===== src/rtl/hdmi_clkgen_pkg.sv =====
// hdmi_clkgen shared constants and helpers.
// Sizing and rate-clamp functions used by every file of the block.
package hdmi_clkgen_pkg;

  function automatic int acc_width(input int clk_hz);
    return $clog2(clk_hz) + 1;
  endfunction

  function automatic int hz_max(input int clk_hz);
    return (clk_hz - 1) / 2;
  endfunction

  function automatic int hz_clamp(input int hz, input int clk_hz);
    return (hz > hz_max(clk_hz)) ? hz_max(clk_hz) : hz;
  endfunction

  function automatic int idx_width(input int n);
    return (n > 1) ? $clog2(n) : 1;
  endfunction

endpackage


===== src/rtl/hdmi_clkgen_multi_if.sv =====
// Config and status bundle of the multi-channel clock generator.
// master drives config, slave is the generator.
interface hdmi_clkgen_multi_if
  import hdmi_clkgen_pkg::*;
#(
  parameter int CHANNELS = 4,
  parameter int HZ_W     = 24
);
  localparam int CH_W = idx_width(CHANNELS);

  logic                     cfg_we;
  logic [CH_W-1:0]          cfg_ch;
  logic [HZ_W-1:0]          cfg_hz;
  logic                     cfg_sync;
  logic [CHANNELS-1:0]      ch_clk;
  logic [CHANNELS-1:0]      ch_ena;
  logic [CHANNELS*HZ_W-1:0] meas_hz;
  logic                     meas_valid;

  modport master (
    output cfg_we, cfg_ch, cfg_hz, cfg_sync,
    input  ch_clk, ch_ena, meas_hz, meas_valid
  );

  modport slave (
    input  cfg_we, cfg_ch, cfg_hz, cfg_sync,
    output ch_clk, ch_ena, meas_hz, meas_valid
  );

endinterface


===== src/rtl/hdmi_clkgen_chan.sv =====
// One fractional clock channel: modulo accumulator, rate register,
// clock/enable outputs and saturating enable counter for the meter.
module hdmi_clkgen_chan
  import hdmi_clkgen_pkg::*;
#(
  parameter int CLK_HZ     = 74250000,
  parameter int HZ_W       = 24,
  parameter int DEFAULT_HZ = 48000
) (
  input  logic            clk,
  input  logic            reset,
  input  logic            we,
  input  logic [HZ_W-1:0] wr_hz,
  input  logic            sync,
  input  logic            tick,
  output logic            ch_clk,
  output logic            ch_ena,
  output logic [HZ_W-1:0] cnt_sum
);
  localparam int ACC_W = acc_width(CLK_HZ);
  localparam int SUM_W = ACC_W + 1;
  localparam logic [SUM_W-1:0] MOD = SUM_W'(CLK_HZ);
  localparam logic [HZ_W-1:0] RST_HZ =
    HZ_W'(hz_clamp(DEFAULT_HZ, CLK_HZ));

  logic [ACC_W-1:0] acc;
  logic [HZ_W-1:0]  hz;
  logic [HZ_W-1:0]  cnt;
  logic [SUM_W-1:0] sum;
  logic             wrap;

  // 2*hz per cycle against CLK_HZ: one crossing per half period
  assign sum     = SUM_W'(acc) + SUM_W'({hz, 1'b0});
  assign wrap    = sum >= MOD;
  assign cnt_sum = (&cnt) ? cnt : cnt + HZ_W'(ch_ena);

  always_ff @(posedge clk or posedge reset) begin
    if (reset) begin
      acc    <= '0;
      ch_clk <= 1'b0;
      ch_ena <= 1'b0;
    end else if (sync) begin
      acc    <= '0;
      ch_clk <= 1'b0;
      ch_ena <= 1'b0;
    end else if (wrap) begin
      acc    <= ACC_W'(sum - MOD);
      ch_clk <= ~ch_clk;
      ch_ena <= ~ch_clk;
    end else begin
      acc    <= ACC_W'(sum);
      ch_ena <= 1'b0;
    end
  end

  always_ff @(posedge clk or posedge reset) begin
    if (reset) hz <= RST_HZ;
    else if (we) hz <= wr_hz;
  end

  always_ff @(posedge clk or posedge reset) begin
    if (reset) cnt <= '0;
    else if (tick) cnt <= '0;
    else cnt <= cnt_sum;
  end

endmodule


===== src/rtl/hdmi_clkgen_multi.sv =====
// Multi-channel fractional clock/enable generator with gated meter.
// Top: config decode, gate counter and measurement packing.
module hdmi_clkgen_multi
  import hdmi_clkgen_pkg::*;
#(
  parameter int CHANNELS    = 4,
  parameter int CLK_HZ      = 74250000,
  parameter int HZ_W        = 24,
  parameter int DEFAULT_HZ  = 48000,
  parameter int GATE_CYCLES = CLK_HZ
) (
  input logic                clk,
  input logic                reset,
  hdmi_clkgen_multi_if.slave bus
);
  localparam int G_W = idx_width(GATE_CYCLES);
  localparam logic [G_W-1:0] G_LAST = G_W'(GATE_CYCLES - 1);

  logic [G_W-1:0]           gate;
  logic                     tick;
  logic [HZ_W-1:0]          wr_hz;
  logic [CHANNELS-1:0]      clk_v;
  logic [CHANNELS-1:0]      ena_v;
  logic [HZ_W-1:0]          cnt_sum [CHANNELS];
  logic [CHANNELS*HZ_W-1:0] meas;
  logic                     valid;

  assign tick  = gate == G_LAST;
  assign wr_hz = HZ_W'(hz_clamp(32'(bus.cfg_hz), CLK_HZ));

  always_ff @(posedge clk or posedge reset) begin
    if (reset) begin
      gate  <= '0;
      meas  <= '0;
      valid <= 1'b0;
    end else begin
      gate  <= tick ? '0 : gate + G_W'(1);
      valid <= tick;
      if (tick)
        for (int c = 0; c < CHANNELS; c++)
          meas[c*HZ_W +: HZ_W] <= cnt_sum[c];
    end
  end

  // out-of-range indices match no channel, so the write drops
  for (genvar c = 0; c < CHANNELS; c++) begin : g_ch
    logic we_c;
    assign we_c = bus.cfg_we && (32'(bus.cfg_ch) == 32'(c));

    hdmi_clkgen_chan #(
      .CLK_HZ     (CLK_HZ),
      .HZ_W       (HZ_W),
      .DEFAULT_HZ (DEFAULT_HZ)
    ) u_chan (
      .clk     (clk),
      .reset   (reset),
      .we      (we_c),
      .wr_hz   (wr_hz),
      .sync    (bus.cfg_sync),
      .tick    (tick),
      .ch_clk  (clk_v[c]),
      .ch_ena  (ena_v[c]),
      .cnt_sum (cnt_sum[c])
    );
  end

  assign bus.ch_clk     = clk_v;
  assign bus.ch_ena     = ena_v;
  assign bus.meas_hz    = meas;
  assign bus.meas_valid = valid;

endmodule


===== src/flat_wrapper.sv =====
// flat-port wrapper written by rule: the top's interface ports become plain ports
module hdmi_clkgen_multi_flat import hdmi_clkgen_pkg::*;
#(
  parameter int CHANNELS    = 4,
  parameter int CLK_HZ      = 74250000,
  parameter int HZ_W        = 24,
  parameter int DEFAULT_HZ  = 48000,
  parameter int GATE_CYCLES = CLK_HZ
)
  (clk, reset, bus_cfg_we, bus_cfg_ch, bus_cfg_hz, bus_cfg_sync, bus_ch_clk, bus_ch_ena, bus_meas_hz, bus_meas_valid);
  hdmi_clkgen_multi_if #(.CHANNELS(CHANNELS), .HZ_W(HZ_W)) bus_i ();
  input logic clk;
  input logic reset;
  input wire logic [$bits(bus_i.cfg_we)-1:0] bus_cfg_we;
  input wire logic [$bits(bus_i.cfg_ch)-1:0] bus_cfg_ch;
  input wire logic [$bits(bus_i.cfg_hz)-1:0] bus_cfg_hz;
  input wire logic [$bits(bus_i.cfg_sync)-1:0] bus_cfg_sync;
  output wire logic [$bits(bus_i.ch_clk)-1:0] bus_ch_clk;
  output wire logic [$bits(bus_i.ch_ena)-1:0] bus_ch_ena;
  output wire logic [$bits(bus_i.meas_hz)-1:0] bus_meas_hz;
  output wire logic [$bits(bus_i.meas_valid)-1:0] bus_meas_valid;
  assign bus_i.cfg_we = bus_cfg_we;
  assign bus_i.cfg_ch = bus_cfg_ch;
  assign bus_i.cfg_hz = bus_cfg_hz;
  assign bus_i.cfg_sync = bus_cfg_sync;
  assign bus_ch_clk = bus_i.ch_clk;
  assign bus_ch_ena = bus_i.ch_ena;
  assign bus_meas_hz = bus_i.meas_hz;
  assign bus_meas_valid = bus_i.meas_valid;
  hdmi_clkgen_multi #(.CHANNELS(CHANNELS), .CLK_HZ(CLK_HZ), .HZ_W(HZ_W), .DEFAULT_HZ(DEFAULT_HZ), .GATE_CYCLES(GATE_CYCLES)) u_core (.clk(clk), .reset(reset), .bus(bus_i));
endmodule

===== config.mk =====
export PLATFORM = sky130hd
export DESIGN_NAME = hdmi_clkgen_multi_flat
export DESIGN_NICKNAME = d
export VERILOG_FILES = /design/src/rtl/hdmi_clkgen_pkg.sv /design/src/rtl/hdmi_clkgen_multi_if.sv /design/src/rtl/hdmi_clkgen_chan.sv /design/src/rtl/hdmi_clkgen_multi.sv /design/src/flat_wrapper.sv
export SDC_FILE = /design/constraint.sdc
export NUM_CORES = 1
export LEC_CHECK = 0
export BUFFER_PORTS_ARGS = -buffer_cell sky130_fd_sc_hd__buf_2
export CAP_MARGIN = 20
export CORE_UTILIZATION = 67
export CTS_CLUSTER_DIAMETER = 200
export DETAILED_ROUTE_END_ITERATION = 12
export GPL_TIMING_DRIVEN = 0
export PLACE_DENSITY = 0.83
export SYNTH_ARGS = -nofsm -noshare
export SYNTH_HDL_FRONTEND = slang
export SYNTH_HIERARCHICAL = 1
export SYNTH_SLANG_ARGS = --single-unit

===== constraint.sdc =====
create_clock -name clk -period 7.3 [get_ports clk]
set_input_delay 0 -clock clk [delete_from_list [all_inputs] [get_ports clk]]
set_output_delay 0 -clock clk [all_outputs]
set_load 0.1 [all_outputs]

==> impl_results.md <==
* CP peak stage delay at 0.81 ns
* CTS tree: yes
* Critical path launch point type: register
* Slew @ Worst Pin at 1.03 ns
* Total power at 12000 uW
* Worst-Skew Late Latency at 0.58 ns
* Critical path's slowest cell: a221oi_1
* Tcrit/Tclk final at 69.0%
* # Post-CTS Setup Buffers at 0
* Number of global-route vias before repair at 22500
* Final period demand of the worst path at 5.04 ns
* Antenna violations before repair at 4
* Leakage power at 0.0136 uW
* Final wirelength at 71100 um
* Routed vias at 22500
* CP Max Fanout at 10
* Slew headroom at 30.8%
* Post-synth EDFFs at 0
* Initial Util at 68.3%
* CTS max path bufs at 3
* Max Freq at 0.199 GHz
* Multi-input logic area at 14800 um2
* Die area at 40400 um2
* Core Footprint at 38800 um2
* Pin count of the biggest net entering global routing at 90
* Gr usage total at 35.5%
* Vias per cell at 6.48
* HP Class: input port to register
* Inst Count DP at 3361
* # H-tree levels at 2
* Post-Syn Nets at 2850
* Post-synthesis adder-cell area fraction at 5.63%
* Synth Area in Compound Gates at 15.0%
* Routability congestion estimate at 0.969
* Layout cell share with drive strength beyond 1 at 16.2%
* Post-route cell area at 29900 um2
* Synth area leader: dfrtp_1
* Post-DP Area at 28000 um2
* Clock Root Buffer: clkbuf_16
* Unrepaired setup endpoints after global routing: no
* Skew final at 0.0143 ns
* Sequential area share after synthesis at 40.9%
* Ys flop type: dfrtp_1
* Yosys reg bits at 432
* Routed len/inst at 20.5 um
* Mux cell area share after synthesis at 8.86%
* Count of cell types in the netlist at 98
* Xor and xnor fraction of the mapped netlist area at 6.71%
* First-pass DRT Iterations at 10
* FF/Latch Area at 10800 um2
* Dpl hpwl at 51000 um
* Worst path arrival time at 5.45 ns
* Synth top area share at 38.1%
* Crit path required time at 7.72 ns
* First-pass GRT wire length at 116000 um
* Row count at 72
* Ranking of synthesized cells by area: dfrtp_1 38%, ha_1 5.3%, mux2_2 5.1%, xnor2_1 3.7%, a21oi_1 3.4%
* Average cell area after synthesis at 9.81 um2
* Post-Route Setup TNS at 0 ns
* Gr ovfl total at 0
* Non-Filler Instances at 3475
* Die span in y at 201 um
* Clk sinks at 432
* Worst Setup End Kind: register
* TritonCTS Buffers at 47
* Final slew viol count at 0
* Routed Antenna Nets at 0
* Iter 0 DRT Violations at 2180
* Status: finished clean
* Synth warn at 6
* Clock Pin Slew Worst Setup and Hold Paths at 0.06 ns
* Synth Area in Simple Gates at 19.8%
* DRC viols at 0
* Layout Nets at 3066
* Finish-stage setup viols at 0
* Mapped Area at 26500 um2
* Filler cell count at 2571
* Largest family of logic cells by synthesized area: simple AND/OR/NAND/NOR gates
* PortBufs at 134
* Async SR Flop Fraction at 100%
* PwrDens at 401 nW/um2
* Final Hold Viols at 0
* Area delta synth->final at 12.9%
* CP Class: register to register
* Maximum vdd drop at 244 uV
* Mapped Cells at 2703
* Crit-path cells: ha_1, a211oi_1, o21ai_2, a221oi_1, xnor2_1, nand4b_1, or4_1, o41a_1, a31o_1, buf_6, clkbuf_1, o21ai_0, o31ai_1
* Die Wd at 201 um
* Top Ports at 135
* # Max-Cap Violations at 0
## layout make-up
class / instances / area share, %
Clock inverter: 19 / 0.890
Tap cell: 518 / 2.16
Sequential cell: 432 / 36.2
Multi-Input combinational cell: 2099 / 49.6
Clock buffer: 67 / 4.65
Buffer: 110 / 2.03
Timing Repair Buffer: 167 / 3.65
Inverter: 62 / 0.827
Antenna cell: 1 / 0.00836
## stage by stage
step	worst slack, ns	hold slack (ns)	utilization [%]
floorplan	3.38	0.152	-
global placement	2.53	0.360	71.7
detailed placement	2.50	0.0500	72.1
CTS	2.42	0.00946	77.1
global route	2.04	0.0858	77.1
finish	2.26	0.0746	77.1
## synth_stat cells, types with 59 or more instances
| cell | number |
|---|---|
| xor2_1 | 87 |
| dfrtp_1 | 404 |
| inv_1 | 62 |
| ha_1 | 113 |
| nand3_1 | 95 |
| nand2_1 | 177 |
| nor2b_1 | 114 |
| mux2_2 | 121 |
| mux2_1 | 75 |
| o21ai_0 | 109 |
| a21oi_1 | 182 |
| clkbuf_1 | 65 |
| nor2_1 | 192 |
| nand4_1 | 70 |
| or3_1 | 59 |
| nor3_1 | 64 |
| xnor2_1 | 113 |
## path summary, 6_finish.rpt
kind	from	endpoint	slack, ns	cells past startpoint
min in group asynchronous	reset	u_core/g_ch[3].u_chan/cnt[11]	0.52	4
max reg2reg	u_core/g_ch[0].u_chan/acc[2]	u_core/g_ch[0].u_chan/acc[12]	2.26	13
max	u_core/g_ch[0].u_chan/acc[2]	u_core/g_ch[0].u_chan/acc[12]	2.26	13
min	bus_cfg_ch[0]	u_core/g_ch[0].u_chan/hz[3]	0.07	4
min reg2reg	u_core/bus.meas_hz[87]	u_core/bus.meas_hz[87]	0.48	1
max in group asynchronous	reset	u_core/g_ch[0].u_chan/hz[15]	5.46	6
## report_power, final
part / switching, uW / internal, uW
sequential: 236 / 2820
clock: 992 / 1510
combinational: 4140 / 2310
total: 5360 / 6640
## worst max-delay path, delay by kind of cell, from the launching register on
| kind | cells | cell delay [ns] |
|---|---|---|
| AOI/OAI and AO/OA | 7 | 2.57 |
| and+or+nand+nor | 2 | 0.87 |
| buffers and inverters | 2 | 0.46 |
| DFF | 1 | 0.41 |
| adders and majority gates | 1 | 0.32 |
| xor gates and xnor gates | 1 | 0.24 |
## cell families after synthesis
logic type | Yosys count
simple gates | 981
mux | 209
fa+ha+maj | 117
buf+inv | 172
compound gates | 591
flops | 432
xor+xnor | 201
## registers in the layout (all words and copies together), names as in the netlist
name	flops
u_core/g_ch.u_chan/ch_clk	4
u_core/g_ch.u_chan/cnt	96
u_core/gate	27
u_core/bus.meas_hz	96
u_core/g_ch.u_chan/hz	96
u_core/bus.meas_valid	1
u_core/g_ch.u_chan/ch_ena	4
u_core/g_ch.u_chan/acc	108
## cell usage in the layout, fill, tap and decap left out, types with 48 or more instances in the layout
| cell type | netlist | final |
|---|---|---|
| dfrtp_1 | 404 | 404 |
| nor2_1 | 192 | 191 |
| a21oi_1 | 182 | 182 |
| nand2_1 | 177 | 177 |
| buf_2 | 17 | 151 |
| mux2_2 | 121 | 121 |
| nor2b_1 | 114 | 114 |
| xnor2_1 | 113 | 113 |
| ha_1 | 113 | 113 |
| o21ai_0 | 109 | 109 |
| nand3_1 | 95 | 95 |
| xor2_1 | 87 | 87 |
| mux2_1 | 75 | 75 |
| clkbuf_1 | 65 | 72 |
| nand4_1 | 70 | 70 |
| nor3_1 | 64 | 64 |
| or3_1 | 59 | 59 |
| inv_1 | 62 | 57 |
| clkbuf_16 | 0 | 48 |
## routing by layer
layer | track usage [%] | part of all wire (%) | vias to the layer above
met5 | 0 | 0 | -
met2 | 58.7 | 48 | 944
met3 | 5.58 | 6.7 | 211
met1 | 46.2 | 41 | 11000
met4 | 15.6 | 3.9 | 0
li1 | - | - | 10300
## timing repair
item,in CTS,in global routing
gates resized for setup,0,0
hold endpoints to repair,500,0
hold buffers,27,0
Power figures use the tool's default switching activity.
